$ cat src/rtl/countdown_timer.sv
// countdown_timer
//   Loadable down-counting timer with a programmable prescaler. Runs in
//   one-shot or periodic (auto-reload) mode and can be paused or stopped.
//   Emits a one-cycle expiry pulse each time the count reaches terminal.
//
// Ports
//   clock, reset      rising-edge clock; asynchronous active-high reset
//   i_Load_Valid      load request (accepted when o_Load_Ready is high)
//   o_Load_Ready      high in IDLE and DONE
//   i_Load_Value      initial / reload count
//   i_Prescale        tick every (i_Prescale + 1) cycles, latched on load
//   i_Periodic        1 = auto-reload, 0 = one-shot, latched on load
//   i_Start           start strobe
//   i_Pause           pause level
//   i_Stop            stop / abort strobe
//   o_Count           current count
//   o_Busy            RUN or PAUSED
//   o_Expired         one-cycle pulse on terminal count
//   o_Done            one-shot completed (level)
//
// State    | Meaning
// ---------+---------------------------------------------------------
// S_IDLE   | loaded or stopped, waiting for start; accepts loads
// S_RUN    | prescaler and count advancing
// S_PAUSED | count and prescale counter frozen while i_Pause is high
// S_DONE   | one-shot reached terminal; count 0, o_Done high; accepts loads

module countdown_timer #(
    parameter int WIDTH          = 16,
    parameter int PRESCALE_WIDTH = 8
) (
    input  logic                      clock,
    input  logic                      reset,
    input  logic                      i_Load_Valid,
    output logic                      o_Load_Ready,
    input  logic [WIDTH-1:0]          i_Load_Value,
    input  logic [PRESCALE_WIDTH-1:0] i_Prescale,
    input  logic                      i_Periodic,
    input  logic                      i_Start,
    input  logic                      i_Pause,
    input  logic                      i_Stop,
    output logic [WIDTH-1:0]          o_Count,
    output logic                      o_Busy,
    output logic                      o_Expired,
    output logic                      o_Done
);

    typedef enum logic [1:0] {
        S_IDLE   = 2'd0,
        S_RUN    = 2'd1,
        S_PAUSED = 2'd2,
        S_DONE   = 2'd3
    } state_t;

    localparam logic [WIDTH-1:0] COUNT_ZERO = '0;
    localparam logic [WIDTH-1:0] COUNT_ONE  = {{(WIDTH-1){1'b0}}, 1'b1};

    state_t                    state_q, state_d;
    logic [WIDTH-1:0]          count_q, count_d;
    logic [WIDTH-1:0]          reload_q, reload_d;
    logic [PRESCALE_WIDTH-1:0] prescale_q, prescale_d;
    logic [PRESCALE_WIDTH-1:0] pcnt_q, pcnt_d;
    logic                      periodic_q, periodic_d;
    logic                      expired_q, expired_d;
    logic                      done_q, done_d;

    logic load_ready;
    logic load_accept;
    logic run_step;

    assign load_ready  = (state_q == S_IDLE) || (state_q == S_DONE);
    assign load_accept = i_Load_Valid && load_ready;

    always_comb begin
        state_d    = state_q;
        count_d    = count_q;
        reload_d   = reload_q;
        prescale_d = prescale_q;
        pcnt_d     = pcnt_q;
        periodic_d = periodic_q;
        expired_d  = 1'b0;
        done_d     = done_q;
        run_step   = 1'b0;

        if (load_accept) begin
            // A load wins over a same-cycle start and always lands in IDLE.
            reload_d   = i_Load_Value;
            count_d    = i_Load_Value;
            prescale_d = i_Prescale;
            periodic_d = i_Periodic;
            pcnt_d     = '0;
            done_d     = 1'b0;
            state_d    = S_IDLE;
        end else begin
            case (state_q)
                S_IDLE: begin
                    if (i_Start && (count_q != COUNT_ZERO)) begin
                        state_d = S_RUN;
                        pcnt_d  = '0;
                    end
                end
                S_DONE: begin
                    if (i_Start && (reload_q != COUNT_ZERO)) begin
                        state_d = S_RUN;
                        count_d = reload_q;
                        pcnt_d  = '0;
                        done_d  = 1'b0;
                    end
                end
                S_RUN: begin
                    if (i_Stop) begin
                        state_d = S_IDLE;
                        count_d = reload_q;
                        pcnt_d  = '0;
                    end else if (i_Pause) begin
                        state_d = S_PAUSED;
                    end else begin
                        run_step = 1'b1;
                    end
                end
                S_PAUSED: begin
                    if (i_Stop) begin
                        state_d = S_IDLE;
                        count_d = reload_q;
                        pcnt_d  = '0;
                    end else if (!i_Pause) begin
                        // The resume edge counts, so a pause held for k edges
                        // delays expiry by exactly k cycles.
                        state_d  = S_RUN;
                        run_step = 1'b1;
                    end
                end
                default: state_d = S_IDLE;
            endcase
        end

        if (run_step) begin
            if (pcnt_q == prescale_q) begin
                pcnt_d = '0;
                if (count_q > COUNT_ONE) begin
                    count_d = count_q - COUNT_ONE;
                end else if (count_q == COUNT_ONE) begin
                    expired_d = 1'b1;
                    if (periodic_q) begin
                        count_d = reload_q;
                    end else begin
                        count_d = COUNT_ZERO;
                        state_d = S_DONE;
                        done_d  = 1'b1;
                    end
                end
            end else begin
                pcnt_d = pcnt_q + 1'b1;
            end
        end
    end

    always_ff @(posedge clock or posedge reset) begin
        if (reset) begin
            state_q    <= S_IDLE;
            count_q    <= '0;
            reload_q   <= '0;
            prescale_q <= '0;
            pcnt_q     <= '0;
            periodic_q <= 1'b0;
            expired_q  <= 1'b0;
            done_q     <= 1'b0;
        end else begin
            state_q    <= state_d;
            count_q    <= count_d;
            reload_q   <= reload_d;
            prescale_q <= prescale_d;
            pcnt_q     <= pcnt_d;
            periodic_q <= periodic_d;
            expired_q  <= expired_d;
            done_q     <= done_d;
        end
    end

    assign o_Load_Ready = load_ready;
    assign o_Busy       = (state_q == S_RUN) || (state_q == S_PAUSED);
    assign o_Count      = count_q;
    assign o_Expired    = expired_q;
    assign o_Done       = done_q;

endmodule

$ cat config.mk
export PLATFORM = sky130hd
export DESIGN_NAME = countdown_timer
export DESIGN_NICKNAME = d
export VERILOG_FILES = /design/src/rtl/countdown_timer.sv
export SDC_FILE = /design/constraint.sdc
export NUM_CORES = 1
export LEC_CHECK = 0
export CAP_MARGIN = 10
export CORE_MARGIN = 2
export CORE_UTILIZATION = 25
export DETAILED_ROUTE_END_ITERATION = 10
export GPL_TIMING_DRIVEN = 0
export PLACE_DENSITY_LB_ADDON = 0.15
export SLEW_MARGIN = 20
export SYNTH_ARGS = -nofsm -noshare
export SYNTH_HDL_FRONTEND = slang
export SYNTH_SLANG_ARGS = --single-unit
$ cat constraint.sdc
create_clock -name clock -period 2.25 [get_ports clock]
set_input_delay 0.45 -clock clock [delete_from_list [all_inputs] [get_ports clock]]
set_output_delay 0.45 -clock clock [all_outputs]
set_load 0.01 [all_outputs]
==> qor.csv <==
metric;value;unit
WL final;10900;um
Critical Path, Cell by Cell;or4_4 -> or4_4 -> buf_6 -> o21ai_4 -> a221oi_4 -> o22ai_1;
die span in x;118;um
TritonRoute pass-1 iters;5;
Avg Cell Area, Syn;8.67;um2
Max stage delay cell, worst path;or4_4;
most frequent CP cell;or4_4;
Leakage Power;1.92;nW
CP Capture Type;flop;
CTS sink count;53;
n_diodes;0;
Synth cell types;49;
Tcrit/Tclk final;104;%
Final Hold Viols;0;
type of origin of the critical path;flop;
unrepaired setup endpoints after global routing;true;
critical setup path kind;reg -> reg;
final setup vio count;24;
share of layout cells above drive strength 1;23.2;%
fin nets;487;
fmax;0.428;GHz
Max Cap Violations;0;
1st-iter DRT viols;179;
Clock Latency Late Sink;0.29;ns
Crit Path Max Fanout;8;
number of antenna violations at the first check in global routing;0;
post-place setup slack;-0.686;ns
crit-path max cell delay;0.57;ns
total track usage;15.5;%
outcome;finished with violations;
top cells by area, synth;dfrtp_1, nand2_1, xor2_1;
P&R area growth vs syn;42.0;%
Crit path max-delay family;simple AND/OR/NAND/NOR gates;
Slew @ Worst Pin;0.692;ns
Post-synth EDFFs;0;
failing checks;negative setup slack;
largest net degree at the start of global routing;54;
Seq/Total Area, Yosys;41.0;%
Core Util, Final;36.4;%
die area;0.0139;mm2
Seq cells post-synth;53;
total power;5.76;mW
post-synth top area cell;dfrtp_1;
Synth Instances;373;
CTS tree;yes;
Most used DFF post-synth;dfrtp_1;
Port Buf Inserts;50;
number of I/O pins;51;
Crit path required time;2.47;ns
die height;118;um
Final WS setup;-0.0858;ns
Pwr Density;1250;mW/mm2
H-tree depth;2;
Starting Density;25.6;%
vias;3092;
grt ovf;0;
ANT nets after route;0;
Pins Over Slew Limit;0;
worst IR drop on VDD;0.458;mV
Rows;41;
first-pass GRT wire length;17300;um
Core Region;0.0126;mm2
Num CTS Buffers;5;
most frequent cells in the layout;nand2_1, clkdlybuf4s50_1, dfrtp_1;
vias per cell;4.99;
Syn Std Cell Area;0.00324;mm2
Syn Nets;412;
Rel. slew slack;53.9;%
worst path buffer plus inverter count;1;
commonest non-fill, non-tap cell in the layout;nand2_1;
Root Driver;clkbuf_16;
Worst EP arrival;2.55;ns
via count of the first global-routing pass;3132;
clock buffer depth;2;
DR DRC count;0;
Hold Path Class;reg -> reg;
top-area cell type share of the netlist area;41.0;%
dpl hpwl;7510;um
Final Critical Period;2.34;ns
clk_skew;0.00391;ns
routability cong.;0.852;
WL per Instance;17.5;um
Synth async-reset ratio;100;%
Yosys Warn Count;0;
clk slew on worst S/H paths;0.07;ns
[per-layer routing]
layer	vias to the layer above	global-route usage [%]	share of wire, %
met5	-	0	0
met4	0	2.33	0.46
met3	4	2.42	3.9
met2	63	25.7	48
met1	1520	21.7	48
li1	1505	-	-
[path summary, 6_finish.rpt]
kind,depth (start not counted),slack [ns],startpoint,endpoint
worst max-delay path,6,-0.09,o_Count[8]$_DFF_PP0_,pcnt_q[7]$_DFFE_PP0P_
worst min-delay path,2,0.50,prescale_q[4]$_DFFE_PP0P_,prescale_q[4]$_DFFE_PP0P_
worst max register to register,6,-0.09,o_Count[8]$_DFF_PP0_,pcnt_q[7]$_DFFE_PP0P_
worst min register to register,2,0.50,prescale_q[4]$_DFFE_PP0P_,prescale_q[4]$_DFFE_PP0P_
max in group asynchronous,2,1.12,reset,o_Count[8]$_DFF_PP0_
min in group asynchronous,2,0.62,reset,periodic_q$_DFFE_PP0P_
[flip-flops by register name (all words and copies together), names as in the netlist]
register and cells:
o_Count 16, reload_q 16, pcnt_q 8, prescale_q 8, state_q 2, o_Done 1, o_Expired 1, periodic_q 1
[synth_stat cells (2+ instances only)]
library cell / n
o41ai_1: 2
or4_1: 7
nand2_1: 96
o32ai_1: 6
buf_6: 2
and2_1: 4
nor4_1: 8
o22ai_1: 7
a21o_1: 2
a21boi_0: 2
and3_1: 3
or3_1: 5
nand3_1: 8
xor2_1: 17
or4_4: 2
a31oi_1: 2
nand2b_1: 3
nor2_1: 19
inv_1: 8
nor2b_1: 6
o41a_1: 2
a31o_2: 3
ha_1: 8
o221ai_1: 7
xnor2_1: 2
a221oi_1: 9
o21ai_0: 13
nor3_1: 6
a22oi_1: 19
dfrtp_1: 53
buf_2: 4
o31ai_1: 3
buf_1: 5
clkbuf_1: 9
a21oi_1: 5
o21ai_2: 3
[final cells by class]
class	count	area, um2
fillers	1336	8030
inverters	8	32.5
clock inverters	2	16.3
well taps	172	215
repair buffers	73	684
multi-input cells	292	2080
clock buffers	5	125
flip-flops and latches	53	1340
plain buffers	15	106
[report_power, final]
group | internal [mW] | leakage (nW) | total (mW) | switching (mW)
clock network | 0.409 | 0.0659 | 0.774 | 0.365
logic | 1.48 | 1.19 | 3.14 | 1.66
registers | 1.34 | 0.662 | 1.85 | 0.503
[worst min-delay path, cell delays in order (launching register included)]
cell	delay (ns)
dfrtp_1	0.36
nand2_1	0.06
nand2_1	0.05
[metrics by stage]
step / setup TNS (ns) / instance area, um2 / instances / hold slack, ns
global route: -2.67 / 4590 / 620 / 0.540
detailed placement: -23.31 / 3990 / 595 / 0.492
floorplan: -0.282 / 3270 / 373 / 0.466
finish: -1.04 / 4590 / 620 / 0.502
CTS: -2.75 / 4440 / 615 / 0.512
global placement: -57.73 / 3980 / 595 / 0.482
[logic make-up after synthesis]
family | count (synthesis) | synth area share, %
AND/OR/NAND/NOR | 175 | 26.0
AO/OA/AOI/OAI | 90 | 20.9
flip-flops | 53 | 41.0
buffers and inverters | 28 | 3.87
XOR/XNOR | 19 | 5.14
adder cells (fa/ha/maj) | 8 | 3.09
[timing repair]
action | CTS | global route
cloned | 0 | 1
endpoints found under the setup margin | 54 | 39
setup buffers | 14 | 8
hold buffers | 0 | 0
resized for setup | 54 | 27
pin swaps | 20 | 15
(Power assumes the default switching activity.)
